[config.mk]
export PLATFORM = sky130hd
export DESIGN_NAME = vec_cache_write_resp_xbar
export DESIGN_NICKNAME = d
export VERILOG_FILES = /design/src/rtl/vec_cache_write_resp_xbar_pkg.sv /design/src/rtl/vec_cache_resp_fifo.sv /design/src/rtl/vec_cache_write_resp_xbar.sv
export SDC_FILE = /design/constraint.sdc
export NUM_CORES = 2
export LEC_CHECK = 0
export BUFFER_PORTS_ARGS = -buffer_cell sky130_fd_sc_hd__buf_4
export CELL_PAD_IN_SITES_DETAIL_PLACEMENT = 1
export CELL_PAD_IN_SITES_GLOBAL_PLACEMENT = 2
export CORE_MARGIN = 2
export CORE_UTILIZATION = 45
export DETAILED_ROUTE_END_ITERATION = 12
export PLACE_DENSITY_LB_ADDON = 0.1
export SYNTH_ARGS = -nofsm -noshare
export SYNTH_HDL_FRONTEND = slang
export SYNTH_HIERARCHICAL = 1
export SYNTH_SLANG_ARGS = --single-unit
[constraint.sdc]
create_clock -name i_clk -period 14.91 [get_ports i_clk]
set_input_delay 1.491 -clock i_clk [delete_from_list [all_inputs] [get_ports i_clk]]
set_output_delay 1.491 -clock i_clk [all_outputs]
set_load 0.005 [all_outputs]
[src/rtl/vec_cache_write_resp_xbar_pkg.sv]
// Shared types and constants for the vector-cache write-response crossbar.
package vec_cache_write_resp_xbar_pkg;

    localparam int NUM_BANKS          = 4;
    localparam int BANK_IDX_W         = 2;
    localparam int W_REQ_NUM_DFLT     = 8;
    // One bit wider than the port index so out-of-range ids can be carried and flagged.
    localparam int W_SRC_ID_WIDTH     = $clog2(W_REQ_NUM_DFLT) + 1;
    localparam int DB_ENTRY_IDX_WIDTH = 5;
    localparam int TXNID_WIDTH        = 8;
    localparam int SIDEBAND_WIDTH     = 4;

    typedef struct packed {
        logic [TXNID_WIDTH-1:0]        txnid;
        logic [SIDEBAND_WIDTH-1:0]     sideband;
        logic [W_SRC_ID_WIDTH-1:0]     src_id;
        logic [DB_ENTRY_IDX_WIDTH-1:0] db_entry_id;
    } wr_resp_pld_t;

    localparam int WR_RESP_PLD_W = $bits(wr_resp_pld_t);

    // Next bank index in round-robin order; the 2-bit index wraps naturally.
    function automatic logic [BANK_IDX_W-1:0] bank_inc(input logic [BANK_IDX_W-1:0] b);
        return b + 1'b1;
    endfunction

endpackage

[src/rtl/vec_cache_resp_fifo.sv]
// Valid/ready synchronous FIFO holding one bank's write responses.
module vec_cache_resp_fifo #(
    parameter int DEPTH     = 2,
    parameter int PLD_WIDTH = 8
) (
    input  logic                 i_clk,
    input  logic                 i_rst,
    input  logic                 i_in_vld,
    output logic                 o_in_rdy,
    input  logic [PLD_WIDTH-1:0] i_in_pld,
    output logic                 o_out_vld,
    input  logic                 i_out_rdy,
    output logic [PLD_WIDTH-1:0] o_out_pld
);

    localparam int PTR_W = (DEPTH > 1) ? $clog2(DEPTH) : 1;
    localparam int CNT_W = $clog2(DEPTH + 1);

    logic [DEPTH-1:0][PLD_WIDTH-1:0] r_mem;
    logic [PTR_W-1:0]                r_wptr;
    logic [PTR_W-1:0]                r_rptr;
    logic [CNT_W-1:0]                r_cnt;
    logic                            w_full;
    logic                            w_push;
    logic                            w_pop;

    // No pop bypass: a full FIFO stays not-ready even in the cycle it is popped.
    assign w_full    = (r_cnt == CNT_W'(DEPTH));
    assign o_in_rdy  = !w_full && !i_rst;
    assign o_out_vld = (r_cnt != '0);
    assign o_out_pld = r_mem[r_rptr];
    assign w_push    = i_in_vld && o_in_rdy;
    assign w_pop     = o_out_vld && i_out_rdy;

    // Pointer and occupancy bookkeeping.
    always_ff @(posedge i_clk or posedge i_rst) begin
        if (i_rst) begin
            r_wptr <= '0;
            r_rptr <= '0;
            r_cnt  <= '0;
        end else begin
            if (w_push) r_wptr <= r_wptr + PTR_W'(1);
            if (w_pop)  r_rptr <= r_rptr + PTR_W'(1);
            case ({w_push, w_pop})
                2'b10:   r_cnt <= r_cnt + CNT_W'(1);
                2'b01:   r_cnt <= r_cnt - CNT_W'(1);
                default: r_cnt <= r_cnt;
            endcase
        end
    end

    // Storage; contents are don't-care until written, so no reset.
    always_ff @(posedge i_clk) begin
        if (w_push) r_mem[r_wptr] <= i_in_pld;
    end

endmodule

[src/rtl/vec_cache_write_resp_xbar.sv]
// Write-response return crossbar: 4 bank FIFOs -> W_REQ_NUM write ports, round-robin per port,
// registered outputs, write-data-buffer dealloc pulses and sticky illegal-source flag.
module vec_cache_write_resp_xbar
    import vec_cache_write_resp_xbar_pkg::*;
#(
    parameter int W_REQ_NUM  = 8,
    parameter int FIFO_DEPTH = 2
) (
    input  logic                                            i_clk,
    input  logic                                            i_rst,
    input  logic         [NUM_BANKS-1:0]                    i_bank_resp_vld,
    input  wr_resp_pld_t [NUM_BANKS-1:0]                    i_bank_resp_pld,
    output logic         [NUM_BANKS-1:0]                    o_bank_resp_rdy,
    output logic         [W_REQ_NUM-1:0]                    o_wr_resp_vld,
    output wr_resp_pld_t [W_REQ_NUM-1:0]                    o_wr_resp_pld,
    input  logic         [W_REQ_NUM-1:0]                    i_wr_resp_rdy,
    output logic         [NUM_BANKS-1:0]                    o_dealloc_vld,
    output logic         [NUM_BANKS-1:0][DB_ENTRY_IDX_WIDTH-1:0] o_dealloc_idx,
    output logic                                            o_err_illegal_src
);

    wr_resp_pld_t [NUM_BANKS-1:0]                 w_head;
    logic         [NUM_BANKS-1:0]                 w_head_vld;
    logic         [NUM_BANKS-1:0]                 w_illegal;
    logic         [NUM_BANKS-1:0]                 w_pop;
    logic         [W_REQ_NUM-1:0][NUM_BANKS-1:0]  w_gnt;
    logic         [W_REQ_NUM-1:0]                 w_load;
    logic         [W_REQ_NUM-1:0]                 w_load_ok;
    wr_resp_pld_t [W_REQ_NUM-1:0]                 w_sel_pld;
    logic         [W_REQ_NUM-1:0][BANK_IDX_W-1:0] w_rr_nxt;
    logic         [BANK_IDX_W-1:0]                w_idx;

    logic         [W_REQ_NUM-1:0]                 r_vld;
    wr_resp_pld_t [W_REQ_NUM-1:0]                 r_pld;
    logic         [W_REQ_NUM-1:0][BANK_IDX_W-1:0] r_rr;
    logic         [NUM_BANKS-1:0]                 r_dvld;
    logic         [NUM_BANKS-1:0][DB_ENTRY_IDX_WIDTH-1:0] r_didx;
    logic                                         r_err;

    for (genvar b = 0; b < NUM_BANKS; b++) begin : g_bank
        vec_cache_resp_fifo #(
            .DEPTH     (FIFO_DEPTH),
            .PLD_WIDTH (WR_RESP_PLD_W)
        ) u_fifo (
            .i_clk     (i_clk),
            .i_rst     (i_rst),
            .i_in_vld  (i_bank_resp_vld[b]),
            .o_in_rdy  (o_bank_resp_rdy[b]),
            .i_in_pld  (i_bank_resp_pld[b]),
            .o_out_vld (w_head_vld[b]),
            .i_out_rdy (w_pop[b]),
            .o_out_pld (w_head[b])
        );
    end

    // A head whose src_id names no port is dropped as soon as it reaches the head.
    always_comb begin
        w_illegal = '0;
        for (int b = 0; b < NUM_BANKS; b++) begin
            w_illegal[b] = w_head_vld[b] && (int'(w_head[b].src_id) >= W_REQ_NUM);
        end
    end

    // Per-port round-robin over the bank heads addressed to it; grant only when the port register can load.
    always_comb begin
        w_gnt     = '0;
        w_load    = '0;
        w_load_ok = '0;
        w_sel_pld = '0;
        w_rr_nxt  = r_rr;
        w_idx     = '0;
        w_pop     = w_illegal;
        for (int p = 0; p < W_REQ_NUM; p++) begin
            w_load_ok[p] = !r_vld[p] || i_wr_resp_rdy[p];
            for (int k = 0; k < NUM_BANKS; k++) begin
                w_idx = r_rr[p] + BANK_IDX_W'(k);
                if (w_load_ok[p] && !w_load[p] && w_head_vld[w_idx] && !w_illegal[w_idx] &&
                    (int'(w_head[w_idx].src_id) == p)) begin
                    w_gnt[p][w_idx] = 1'b1;
                    w_load[p]       = 1'b1;
                    w_sel_pld[p]    = w_head[w_idx];
                    w_rr_nxt[p]     = bank_inc(w_idx);
                end
            end
            w_pop = w_pop | w_gnt[p];
        end
    end

    // Output registers and round-robin pointers; payload holds while valid and not accepted.
    always_ff @(posedge i_clk or posedge i_rst) begin
        if (i_rst) begin
            r_vld <= '0;
            r_pld <= '0;
            r_rr  <= '0;
        end else begin
            r_rr <= w_rr_nxt;
            for (int p = 0; p < W_REQ_NUM; p++) begin
                if (w_load[p]) begin
                    r_vld[p] <= 1'b1;
                    r_pld[p] <= w_sel_pld[p];
                end else if (i_wr_resp_rdy[p]) begin
                    r_vld[p] <= 1'b0;
                end
            end
        end
    end

    // Dealloc pulse for every pop, granted or dropped, one cycle after it.
    always_ff @(posedge i_clk or posedge i_rst) begin
        if (i_rst) begin
            r_dvld <= '0;
            r_didx <= '0;
        end else begin
            r_dvld <= w_pop;
            for (int b = 0; b < NUM_BANKS; b++) begin
                if (w_pop[b]) r_didx[b] <= w_head[b].db_entry_id;
            end
        end
    end

    // Sticky error once any illegal head has been dropped.
    always_ff @(posedge i_clk or posedge i_rst) begin
        if (i_rst)           r_err <= 1'b0;
        else if (|w_illegal) r_err <= 1'b1;
    end

    assign o_wr_resp_vld     = r_vld;
    assign o_wr_resp_pld     = r_pld;
    assign o_dealloc_vld     = r_dvld;
    assign o_dealloc_idx     = r_didx;
    assign o_err_illegal_src = r_err;

endmodule

==> results.sh <==
export IMPL_run_status="finished, final reports clean"
export IMPL_synthCells=3092
export IMPL_hp_class="flip-flop to flip-flop"
export IMPL_antenna_cells=0
export IMPL_synth_top_area_share_pct=28.6
export IMPL_fin_nets=3181
export IMPL_max_freq_ghz=0.152
export IMPL_cts_buffers=50
export IMPL_finalCritPeriodShare_pct=44.3
export IMPL_rsz0062_at_grt="false"
export IMPL_total_power_uw=11000
export IMPL_yosysMostFrequentCell="mux4_2"
export IMPL_dr_total_vias=30700
export IMPL_critPathKind="flip-flop to flip-flop"
export IMPL_dp_hpwl_um=99600
export IMPL_grt_pass1_vias=31500
export IMPL_cp_top_family="simple AND/OR/NAND/NOR gates"
export IMPL_cp_num_buf_inv=0
export IMPL_dr_pass1_iters=5
export IMPL_start_util_pct=45.5
export IMPL_fill_cells=8037
export IMPL_grt_max_degree=80
export IMPL_fin_worst_skew_ps=47.4
export IMPL_die_y_um=284
export IMPL_p_sw_uw=5320
export IMPL_slew_headroom_pct=11.5
export IMPL_clk_pin_slew_ps=60
export IMPL_async_reset_ff_share_pct=58.1
export IMPL_start_kind="flip-flop"
export IMPL_setup_viol=0
export IMPL_drt_first_iter_violations=3606
export IMPL_area_growth_pct=11.2
export IMPL_clock_latency_ps=640
export IMPL_syn_nets=3226
export IMPL_synth_main_ff_cell="dfrtp_1"
export IMPL_place_congestion=0.972
export IMPL_path_cells="mux2_2 -> nand2b_1 -> o32ai_1 -> o32a_1 -> o2111ai_1 -> nor4_1 -> nand2_1 -> and2_4 -> ha_1 -> nor2_1 -> xor2_1"
export IMPL_ys_top_cells_by_count="448 x mux4_2, 378 x clkbuf_1, 233 x dfrtp_1, 174 x nand2_1, 168 x edfxtp_1"
export IMPL_ir_worst_vdd_mv=0.152
export IMPL_ios=303
export IMPL_ys_ff_latch=401
export IMPL_cp_max_fo=23
export IMPL_drc=0
export IMPL_cp_slowest_cell="o32a_1"
export IMPL_clock_sinks=401
export IMPL_power_density_nw_per_um2=280
export IMPL_post_drt_wl_per_cell_um=35.2
export IMPL_postSynthAreaPerCell_sq_um=11.4
export IMPL_drive_gt1_share_pct=34.9
export IMPL_post_route_min_period_ps=6600
export IMPL_cts_tree="yes"
export IMPL_synth_warnings=6
export IMPL_cts_root_buffer="clkbuf_16"
export IMPL_die_x_um=284
export IMPL_final_max_slew_viol_count=0
export IMPL_yosysSeqAreaShare_pct=30.9
export IMPL_post_synth_num_cell_types=96
export IMPL_synth_edff_count=168
export IMPL_grt_pass1_wl_um=216000
export IMPL_post_cts_buffers=0
export IMPL_ctsResizeCount=0
export IMPL_core_area_sq_um=77500
export IMPL_synth_top_area_cell="mux4_2"
export IMPL_p_seq_share_pct=18.3
export IMPL_maxCapViolations=0
export IMPL_pwr_share_comb_pct=70.7
export IMPL_pre_cts_ws_ps=8560
export IMPL_cp_required_ps=15440
export IMPL_hold_viol=0
export IMPL_cpPeakStageDelay_ps=1070
export IMPL_finish_utilization_pct=50.6
export IMPL_arrival_ps=7130
export IMPL_grt_usage_pct=35.5
export IMPL_overflow=0
export IMPL_synthTopCellsByArea="mux4_2 29%, dfrtp_1 17%, edfxtp_1 14%"
export IMPL_antenna_found_initial=0
export IMPL_vias_per_cell=7.44
export IMPL_power_leakage_uw=0.0142
export IMPL_num_rows=102
export IMPL_postRouteAntennaNets=0
export IMPL_die_area_sq_um=80600
export IMPL_htreeDepth=2
export IMPL_cp_end_kind="flip-flop"
export IMPL_syn_area_sq_um=35200
export IMPL_clock_path_buffers=3
export IMPL_max_slew_worst_pin_slew_ps=1330
export IMPL_port_buffers=302
export IMPL_fin_setup_tns_ps=0
export IMPL_p_int_uw=5670
export IMPL_holdBufCountCts=0
export IMPL_swShare_pct=48.4
export IMPL_p_clk_share_pct=11.0
export IMPL_layout_setup_ws_ps=8310
export IMPL_wl_um=145000
area by class of cell:
class	instances	area (sq um)	share of cell area, %
Multi-Input combinational cell	2159	22300	57.0
Sequential cell	401	10900	27.8
Timing Repair Buffer	375	2820	7.18
Clock buffer	62	1320	3.36
Tap cell	1040	1300	3.32
Clock inverter	29	269	0.686
Inverter	60	233	0.594
power by group through the flow:
stage / clock (uW) / combinational (uW) / sequential, uW
final: 1210 / 7770 / 2010
after global routing: 1270 / 8240 / 2050
after floorplan: 0 / 5630 / 1720
after detailed placement: 0 / 7650 / 2020
after CTS: 1230 / 7680 / 2000
after global placement: 0 / 7400 / 2000
worst paths after layout:
kind | cells past startpoint | to | slack, ps | from
max reg2reg | 11 | g_bank[1].u_fifo/r_cnt[1] | 8310 | g_bank[0].u_fifo/r_rptr
min in group asynchronous | 2 | g_bank[2].u_fifo/r_wptr | 840 | i_rst
max | 11 | g_bank[1].u_fifo/r_cnt[1] | 8310 | g_bank[0].u_fifo/r_rptr
min | 1 | o_wr_resp_pld[91] | 460 | o_wr_resp_pld[91]
min reg2reg | 1 | o_wr_resp_pld[91] | 460 | o_wr_resp_pld[91]
max in group asynchronous | 3 | r_rr[2] | 12520 | i_rst
worst register-to-register path: stages (launching register included):
cell and delay [ps]:
dfrtp_1 1060, mux2_2 570, nand2b_1 620, o32ai_1 830, o32a_1 1070, o2111ai_1 210, nor4_1 580, nand2_1 570
and2_4 340, ha_1 320, nor2_1 140, xor2_1 190
per-stage QoR:
step | hold WS (ps) | cell area, sq um | instances
detailed placement | 455 | 37600 | 4035
floorplan | 456 | 35200 | 3092
global route | 486 | 39200 | 4126
global placement | 451 | 37600 | 4035
finish | 463 | 39200 | 4126
CTS | 471 | 39200 | 4126
logic make-up (layout without fill, tap and decap cells):
kind of cell	after synthesis	after routing	share of synthesized area, %
AOI/OAI and AO/OA	674	674	14.0
and+or+nand+nor	733	733	11.3
adders and majority gates	36	36	1.28
muxes	687	687	35.9
xor gates and xnor gates	29	29	0.721
buffers and inverters	532	526	5.95
DFF	401	401	30.9
layout by cell type (no fill, tap or decap), types with 21 or more instances in the layout:
cell       synthesis  layout
a21oi_1           73      70
a221oi_1          40      40
a22o_1            21      21
a22oi_1           26      26
a31oi_1           23      22
and2_1            28      28
and3_1            33      33
buf_4             10     375
clkbuf_16          0      50
dfrtp_1          233     219
edfxtp_1         168     168
ha_1              36      33
inv_1             58      57
mux2_2            91      91
mux2i_1          128     128
mux4_2           448     448
nand2_1          174     174
nand2b_1          56      56
nand3_1           79      79
nor2_1           112     106
nor2b_1           45      45
nor3_1            51      50
nor3b_1           29      29
o2111ai_1         32      32
o21ai_0          114     113
o221ai_1          80      80
o22ai_1          105     104
xnor2_1           21      21
state kept, by name, summed over array words and instances (netlist names):
name / count
r_rr: 16
o_dealloc_vld: 4
o_wr_resp_vld: 8
g_bank.u_fifo/r_mem: 168
o_err_illegal_src: 1
g_bank.u_fifo/r_wptr: 4
o_dealloc_idx: 20
o_wr_resp_pld: 168
g_bank.u_fifo/r_rptr: 4
g_bank.u_fifo/r_cnt: 8
metal layers:
layer	share of wire, %	vias to the layer above	GRT usage (%)
met5	0	-	0
met4	3.7	0	12.7
met3	9.2	296	6.02
met2	47	1888	56.8
met1	40	16200	48.9
li1	-	12300	-
Note: power is estimated with default switching activity, not from simulation.
